--- src/rtl/knap_subset_enum_pkg.sv ---
// knap_pkg: shared types for the knapsack subset enumerator.
// Provides the total-width helper, the FSM state enum and the pipeline entry struct.
package knap_pkg;

    // Totals of up to n_items values of item_w bits never overflow this width.
    function automatic int sum_w(input int n_items, input int item_w);
        return item_w + $clog2(n_items) + 1;
    endfunction

    localparam int KNAP_N_ITEMS = 5;
    localparam int KNAP_ITEM_W  = 10;
    localparam int KNAP_SUM_W   = sum_w(KNAP_N_ITEMS, KNAP_ITEM_W);

    typedef enum logic [1:0] {
        IDLE,
        RUN,
        DRAIN
    } knap_state_e;

    typedef struct packed {
        logic [KNAP_N_ITEMS-1:0] mask;
        logic [KNAP_SUM_W-1:0]   value;
        logic [KNAP_SUM_W-1:0]   weight;
        logic                    feasible;
    } knap_entry_t;

endpackage

--- src/rtl/knap_subset_enum_sum.sv ---
// knap_subset_sum: combinational sum of the packed items selected by a mask.
module knap_subset_sum import knap_pkg::*; #(
    parameter int N_ITEMS = KNAP_N_ITEMS,
    parameter int ITEM_W  = KNAP_ITEM_W,
    parameter int SUM_W   = sum_w(N_ITEMS, ITEM_W)
) (
    input  logic [N_ITEMS-1:0]        mask,
    input  logic [N_ITEMS*ITEM_W-1:0] items,
    output logic [SUM_W-1:0]          sum
);

    // Zero-extend each selected item and accumulate.
    always_comb begin
        sum = '0;
        for (int unsigned i = 0; i < N_ITEMS; i++) begin
            if (mask[i]) begin
                sum = sum + SUM_W'(items[i*ITEM_W +: ITEM_W]);
            end
        end
    end

endmodule

--- src/rtl/knap_subset_enum.sv ---
// knap_subset_enum: enumerates all subset masks of N_ITEMS items, one per cycle,
// and streams the feasible ones (value >= min_value, weight <= max_weight)
// out on a valid/ready interface in ascending mask order.
// Optional build macro KNAP_BEST_TRACK_EN adds best-solution tracking outputs.
module knap_subset_enum import knap_pkg::*; #(
    parameter int   N_ITEMS = KNAP_N_ITEMS,
    parameter int   ITEM_W  = KNAP_ITEM_W,
    localparam int  SUM_W   = sum_w(N_ITEMS, ITEM_W)
) (
    input  logic                        clk,
    input  logic                        rst_n,
    input  logic                        start,
    input  logic [N_ITEMS*ITEM_W-1:0]   item_weight,
    input  logic [N_ITEMS*ITEM_W-1:0]   item_value,
    input  logic [SUM_W-1:0]            min_value,
    input  logic [SUM_W-1:0]            max_weight,
    output logic                        busy,
    output logic                        done,
    output logic                        sol_valid,
    input  logic                        sol_ready,
    output logic [N_ITEMS-1:0]          sol_mask,
    output logic [SUM_W-1:0]            sol_value,
    output logic [SUM_W-1:0]            sol_weight,
    output logic [N_ITEMS:0]            sol_count
`ifdef KNAP_BEST_TRACK_EN
    ,
    output logic                        best_valid,
    output logic [N_ITEMS-1:0]          best_mask,
    output logic [SUM_W-1:0]            best_value
`endif
);

    localparam logic [N_ITEMS-1:0] MASK_ONE  = 1;
    localparam logic [N_ITEMS:0]   COUNT_ONE = 1;

    knap_state_e               state;
    logic [N_ITEMS-1:0]        cnt;

    // Configuration captured on the accepted start.
    logic [N_ITEMS*ITEM_W-1:0] cfg_weight;
    logic [N_ITEMS*ITEM_W-1:0] cfg_value;
    logic [SUM_W-1:0]          cfg_min;
    logic [SUM_W-1:0]          cfg_max;

    // Stage 1 holds one evaluated candidate.
    knap_entry_t               s1;
    logic                      s1_valid;

    logic [SUM_W-1:0]          cand_value;
    logic [SUM_W-1:0]          cand_weight;
    knap_entry_t               cand;

    logic                      start_ok;
    logic                      out_free;
    logic                      s1_leave;
    logic                      s1_load;

    knap_subset_sum #(
        .N_ITEMS (N_ITEMS),
        .ITEM_W  (ITEM_W),
        .SUM_W   (SUM_W)
    ) u_value_sum (
        .mask  (cnt),
        .items (cfg_value),
        .sum   (cand_value)
    );

    knap_subset_sum #(
        .N_ITEMS (N_ITEMS),
        .ITEM_W  (ITEM_W),
        .SUM_W   (SUM_W)
    ) u_weight_sum (
        .mask  (cnt),
        .items (cfg_weight),
        .sum   (cand_weight)
    );

    // Candidate evaluation and pipeline handshake decisions.
    // Stage 1 empties when its entry is infeasible (dropped) or the output can take it.
    always_comb begin
        cand          = '0;
        cand.mask     = cnt;
        cand.value    = cand_value;
        cand.weight   = cand_weight;
        cand.feasible = (cand_value >= cfg_min) && (cand_weight <= cfg_max);

        start_ok = (state == IDLE) && start;
        out_free = !sol_valid || sol_ready;
        s1_leave = s1_valid && (out_free || !s1.feasible);
        s1_load  = (state == RUN) && (!s1_valid || s1_leave);
    end

    // Control FSM: snapshot on start, walk the mask counter, then drain and pulse done.
    always_ff @(posedge clk or negedge rst_n) begin
        if (!rst_n) begin
            state      <= IDLE;
            cnt        <= '0;
            busy       <= 1'b0;
            done       <= 1'b0;
            cfg_weight <= '0;
            cfg_value  <= '0;
            cfg_min    <= '0;
            cfg_max    <= '0;
        end else begin
            done <= 1'b0;
            case (state)
                IDLE: begin
                    if (start) begin
                        cfg_weight <= item_weight;
                        cfg_value  <= item_value;
                        cfg_min    <= min_value;
                        cfg_max    <= max_weight;
                        cnt        <= '0;
                        busy       <= 1'b1;
                        state      <= RUN;
                    end
                end
                RUN: begin
                    if (s1_load) begin
                        cnt <= cnt + MASK_ONE;
                        if (cnt == '1) begin
                            state <= DRAIN;
                        end
                    end
                end
                DRAIN: begin
                    if (!s1_valid && !sol_valid) begin
                        done  <= 1'b1;
                        busy  <= 1'b0;
                        state <= IDLE;
                    end
                end
                default: state <= IDLE;
            endcase
        end
    end

    // Stage 1 and output register; a refill of the output register wins over its clear.
    always_ff @(posedge clk or negedge rst_n) begin
        if (!rst_n) begin
            s1         <= '0;
            s1_valid   <= 1'b0;
            sol_valid  <= 1'b0;
            sol_mask   <= '0;
            sol_value  <= '0;
            sol_weight <= '0;
            sol_count  <= '0;
        end else begin
            if (s1_load) begin
                s1       <= cand;
                s1_valid <= 1'b1;
            end else if (s1_leave) begin
                s1_valid <= 1'b0;
            end

            if (s1_leave && s1.feasible) begin
                sol_valid  <= 1'b1;
                sol_mask   <= s1.mask;
                sol_value  <= s1.value;
                sol_weight <= s1.weight;
            end else if (sol_valid && sol_ready) begin
                sol_valid <= 1'b0;
            end

            if (start_ok) begin
                sol_count <= '0;
            end else if (sol_valid && sol_ready) begin
                sol_count <= sol_count + COUNT_ONE;
            end
        end
    end

`ifdef KNAP_BEST_TRACK_EN
    // Best feasible value seen so far; strict compare keeps the lowest mask on ties.
    always_ff @(posedge clk or negedge rst_n) begin
        if (!rst_n) begin
            best_valid <= 1'b0;
            best_mask  <= '0;
            best_value <= '0;
        end else if (start_ok) begin
            best_valid <= 1'b0;
            best_mask  <= '0;
            best_value <= '0;
        end else if (s1_leave && s1.feasible && (!best_valid || (s1.value > best_value))) begin
            best_valid <= 1'b1;
            best_mask  <= s1.mask;
            best_value <= s1.value;
        end
    end
`endif

endmodule

--- config.mk ---
export PLATFORM = sky130hd
export DESIGN_NAME = knap_subset_enum
export DESIGN_NICKNAME = d
export VERILOG_FILES = /design/src/rtl/knap_subset_enum_pkg.sv /design/src/rtl/knap_subset_enum_sum.sv /design/src/rtl/knap_subset_enum.sv
export SDC_FILE = /design/constraint.sdc
export NUM_CORES = 1
export LEC_CHECK = 0
export BUFFER_PORTS_ARGS = -buffer_cell sky130_fd_sc_hd__buf_2
export CAP_MARGIN = 20
export CORE_MARGIN = 3
export CORE_UTILIZATION = 46
export CTS_CLUSTER_DIAMETER = 200
export DETAILED_ROUTE_END_ITERATION = 8
export PLACE_DENSITY = 0.66
export SYNTH_ARGS = -nofsm -noshare
export SYNTH_HDL_FRONTEND = slang
export SYNTH_HIERARCHICAL = 1
export SYNTH_SLANG_ARGS = --single-unit
--- constraint.sdc ---
create_clock -name clk -period 16.5 [get_ports clk]
set_clock_uncertainty 0.15 [all_clocks]
set_input_delay 1.65 -clock clk [delete_from_list [all_inputs] [get_ports clk]]
set_output_delay 1.65 -clock clk [all_outputs]
set_load 0.01 [all_outputs]
==> qor.yml, run 1 <==
detailed_routing:
  detail-route-antenna-nets: 0
  avgViaCountPerCell: 5.297
  drtIter0Drc: 584
  routedWlPerCell_um: 15.57
  first_pass_iters: 5
  num_vias: 11500
  drt-total-wl_um: 33790
  drc: 0
layout:
  drive_gt1_frac: 0.1815
  nNetsFinal: 2018
  fin_cells: 2171
  final_cell_mix: "510 x nand2_1, 212 x dfrtp_1, 172 x buf_2, 115 x ha_1, 76 x nor2_1"
  area_growth_pct: 13.13
  final_common_cell: "nand2_1"
logic_synthesis:
  synthCells: 1616
  synth_cell_types: 95
  syn_area_per_cell_sq_um: 8.653
  synth.area.top_cells: "dfrtp_1 38%, nand2_1 14%, ha_1 10%, mux2_2 5.0%, xnor2_1 2.5%"
  synth_fp_nets: 1871
  yosysWarnings: 6
  synth_top_flop_cell: "dfrtp_1"
  synth-seq-cells: 212
  ys_async_sr_fraction: 1.000
  yosysTopAreaCellShare: 0.3794
  yosysTopAreaCell: "dfrtp_1"
  synth.cell_area_sq_um: 13980
  synth_edf_count: 0
  ys_seq_area_frac: 0.3794
worst_setup_path:
  startpoint: "cnt[0]$_DFFE_PN0P_"
  crit_slowest_cell: "dfrtp_1"
  cp.required_ns: 16.72
  worstSetupStartpointType: "flip-flop"
  slowest_delay_ns: 0.60
  critPathArrivalTime_ns: 8.95
  worst_setup_path_end_kind: "flip-flop"
  cpMostUsedCell: "ha_1"
  r2r-start: "cnt[0]$_DFFE_PN0P_"
  path_max_fanout: 26
  worstSetupPathType: "reg2reg"
clocking:
  cts_buffers: 24
  cts-root-buf: "clkbuf_16"
  clkLatencyLatePin_ns: 0.52
  cts_tree: "done"
  cts_setup_buffers: 0
  cts_hold_buf: 0
  clock-sinks: 212
  cts-htree-levels: 1
  clk_transition_reported_paths_ns: 0.06
  clockBufferDepth: 3
  cts_resized: 0
placement:
  dpl_worst_slack_ns: 8.026
  dp_cells: 2126
  routabilityCongestion: 0.9114
  port_buffers: 173
  dp_hpwl_um: 25000
global_routing:
  grt_pass1_wl_um: 56870
  grt_antenna_before_repair: 1
  grt_pass1_vias: 11440
  grt_start_max_net_pins: 98
  grt_overflow: 0
  grt_usage: 0.2062
sta:
  slew_viol_final: 0
  fin_ws_ns: 7.774
  setup_viol: 0
  slew_headroom: 0.3683
  rsz0062_at_grt: "no"
  post-route-min-period_ns: 8.726
  hold_violations: 0
  worstMarginPinSlew_ns: 0.9475
  fin_tns_setup_ns: 0
  fin_crit_sh: 0.5288
  max_freq_mhz: 114.6
die:
  design.core.area_sq_um: 29800
  dieArea_sq_um: 32530
  initial_utilization: 0.4693
  io_pins: 174
  die_width_um: 180.4
  die_h_um: 180.4
  rows: 63
flow_run:
  timing.max_cap.violations: 0
outcome:
  outcome: "completed"
min_path:
  hold_class: "reg2reg"
  hp-start: "s1[12]$_DFFE_PN0P_"
==> layer usage <==
metal | routed length (um) | share of wire | track usage
met5 | 0 | 0 | 0
met4 | 736 | 0.022 | 0.04575
met3 | 1314 | 0.039 | 0.02806
met2 | 16480 | 0.49 | 0.3570
met1 | 15260 | 0.45 | 0.2766
==> cells in the mapped netlist, types with 24 or more instances <==
cell / instances
ha_1: 115
dfrtp_1: 212
nor2_1: 76
xnor2_1: 40
nand2_1: 511
mux2_2: 62
a21oi_1: 61
clkbuf_1: 25
o21ai_0: 69
inv_1: 67
xor2_1: 31
nand3_1: 24
==> sequential cells by signal (all words and copies together), names as in the netlist <==
signal      count
cfg_weight     50
done            1
cfg_value      50
s1_valid        1
sol_count       6
s1             34
sol_weight     14
cnt             5
cfg_max        14
state           2
busy            1
sol_value      14
sol_valid       1
cfg_min        14
sol_mask        5
==> worst max-delay path: cells and delay by family (launching register included) <==
family	cells	cell delay (ns)
buffers and inverters	2	0.42
and+or+nand+nor	7	1.28
DFF	1	0.60
xor gates and xnor gates	4	0.75
AOI/OAI and AO/OA	15	3.47
adders and majority gates	6	1.91
==> final cells by class <==
type,instances,area (sq um)
Tap cell,390,488.0
Multi-Input combinational cell,1271,8043
Clock buffer,35,693.2
Inverter,69,259.0
Fill cell,2855,13980
Sequential cell,212,5305
Timing Repair Buffer,185,984.7
Antenna cell,1,2.502
Clock inverter,8,43.79
==> metrics by stage <==
stage	hold WS, ns	instance area, sq um	utilization
global placement	0.3066	15050	0.5052
global route	0.3408	15820	0.5309
floorplan	0.2878	13980	-
detailed placement	0.3107	15050	0.5052
finish	0.3226	15820	0.5309
CTS	0.3282	15790	0.5299
==> cells by family after synthesis <==
logic type | count (synthesis) | synth area share
AO/OA/AOI/OAI | 276 | 0.1322
XOR/XNOR | 71 | 0.04447
adder cells (fa/ha/maj) | 125 | 0.1161
buffers and inverters | 133 | 0.04688
flip-flops | 212 | 0.3794
multiplexers | 78 | 0.06371
other | 2 | 0.0005371
AND/OR/NAND/NOR | 719 | 0.2166
==> worst paths after layout <==
path,endpoint,slack [ns],cells after the start
max,s1[0]$_DFFE_PN0P_,7.77,34
min,s1[12]$_DFFE_PN0P_,0.32,2
max reg2reg,s1[0]$_DFFE_PN0P_,7.77,34
min reg2reg,s1[12]$_DFFE_PN0P_,0.32,2
max in group asynchronous,sol_value[13]$_DFFE_PN0P_,13.84,2
min in group asynchronous,cfg_weight[24]$_DFFE_PN0P_,1.01,1
Power of run 1 is left out: the tool's default activity adds up to more than one toggle a clock period on the data nets, which glitch-free logic cannot reach.
==> inputs of run 2 (changes only) <==
clock period = 8.5 ns   (was 16.5 ns; I/O delays follow)
==> qor.yml, run 2 (synthesized netlist as in run 1, its figures left out) <==
outcome:
  outcome: "completed"
flow_run:
  timing.max_cap.violations: 0
global_routing:
  grt_pass1_wl_um: 57020
  grt_start_max_net_pins: 95
  grt_pass1_vias: 11540
  grt_antenna_before_repair: 1
  met3_usage: 0.03290
  met1_usage: 0.2728
  grt_overflow: 0
  grt_usage: 0.2077
  gr-usage-met2: 0.3552
  busiest_layer: "met2"
layout:
  final_cell_mix: "510 x nand2_1, 212 x dfrtp_1, 172 x buf_2, 115 x ha_1, 76 x nor2_1"
  multiInputGateArea_sq_um: 8119
  area_growth_pct: 14.67
  final_common_cell: "nand2_1"
  top_regs: "cfg_value: 50 flops, cfg_weight: 50 flops, s1: 34 flops"
  num-fill-cells: 2828
  regArea_sq_um: 5305
  utilization: 0.5381
  postLayoutCellArea_sq_um: 16030
  drive_gt1_frac: 0.1901
  nNetsFinal: 2023
placement:
  port_buffers: 173
  dp_hpwl_um: 25260
  dpl_worst_slack_ns: 0.4617
  post_dp_cell_area_sq_um: 15070
  routabilityCongestion: 0.8708
sta:
  max_freq_mhz: 125.4
  slew_viol_final: 0
  slew_headroom: 0.4168
  fin_ws_ns: 0.5227
  post-route-min-period_ns: 7.977
  fin_crit_sh: 0.9385
  timing.hold.ws_ns: 0.2080
  hold_violations: 0
  setup_viol: 0
  worstMarginPinSlew_ns: 0.8748
clocking:
  clockBufferDepth: 3
  cts_hold_buf: 0
  clkLatencyLatePin_ns: 0.53
  clk_transition_reported_paths_ns: 0.06
  clock-sinks: 212
  cts-htree-levels: 1
  cts_buffers: 25
  cts_tree: "done"
  cts-root-buf: "clkbuf_16"
worst_setup_path:
  worstSetupPathType: "reg2reg"
  critPathArrivalTime_ns: 8.27
  worst_setup_path_end_kind: "flip-flop"
  startpoint: "cnt[0]$_DFFE_PN0P_"
  worstSetupStartpointType: "flip-flop"
  path_max_fanout: 6
  worstRegToRegCells: 31
  critPathBufInv: 2
  slowest_delay_ns: 0.54
  cpMostUsedCell: "ha_1"
  cp_top_family: "compound AO/OA/AOI/OAI gates"
  r2r_slack_ns: 0.52
  r2r-start: "cnt[0]$_DFFE_PN0P_"
  crit_slowest_cell: "o32ai_1"
  r2r_end: "s1[0]$_DFFE_PN0P_"
  cp.required_ns: 8.79
die:
  die_width_um: 180.4
  design.core.area_sq_um: 29800
  die_h_um: 180.4
  dieArea_sq_um: 32530
  initial_utilization: 0.4693
  io_pins: 174
  rows: 63
min_path:
  hold_class: "in2async"
detailed_routing:
  drt-total-wl_um: 34050
  routedWlPerCell_um: 15.66
  avgViaCountPerCell: 5.255
  num_vias: 11420
  first_pass_iters: 5
  drtIter0Drc: 516
  drc: 0
  detail-route-antenna-nets: 0
## run 2: how the worst max path moves through the flow
| stage | depth (start not counted) | to | slack (ns) |
|---|---|---|---|
| after floorplan | 34 | s1[0]$_DFFE_PN0P_ | 1.00 |
| after global placement | 34 | s1[0]$_DFFE_PN0P_ | 0.79 |
| after detailed placement | 34 | s1[0]$_DFFE_PN0P_ | 0.46 |
| after CTS | 34 | s1[0]$_DFFE_PN0P_ | 0.36 |
| after global routing | 36 | s1[0]$_DFFE_PN0P_ | -0.03 |
| final | 31 | s1[0]$_DFFE_PN0P_ | 0.52 |
## run 2: area by class of cell
| cell class | count | share of cell area |
|---|---|---|
| clock inverter | 10 | 0.01046 |
| antenna | 1 | 0.0001561 |
| timing repair buffer | 189 | 0.06305 |
| multi-input combinational | 1271 | 0.5064 |
| inverter | 69 | 0.01615 |
| sequential | 212 | 0.3309 |
| clock buffer | 32 | 0.04253 |
| tap | 390 | 0.03043 |
## run 2: stage by stage
stage,TNS [ns],std cells
3_3_place_gp,0,2129
2_1_floorplan,0,1616
4_1_cts,0,2171
6_report,0,2174
5_1_grt,-0.02884,2174
3_5_place_dp,0,2129
## run 2: repair_timing
item / 4_1_cts / 5_1_grt
resized for setup: 0 / 14
endpoints found under the setup margin: 0 / 1
buffers inserted: 0 / 1
## run 2: worst register-to-register path: cells and delay by family (launching register included)
kind                       cells  cell delay, ns
buffers and inverters          2            0.11
muxes                          3            0.87
xor gates and xnor gates       3            0.38
AOI/OAI and AO/OA             10            2.45
and+or+nand+nor                6            1.55
adders and majority gates      7            1.96
DFF                            1            0.41
## run 2: metal layers
layer  vias to the layer above  part of all wire
met5                         -                 0
met4                         0             0.034
met3                        66             0.044
met2                       224              0.48
met1                      5379              0.45
li1                       5755                 -
Power of run 2 is left out for the same reason.
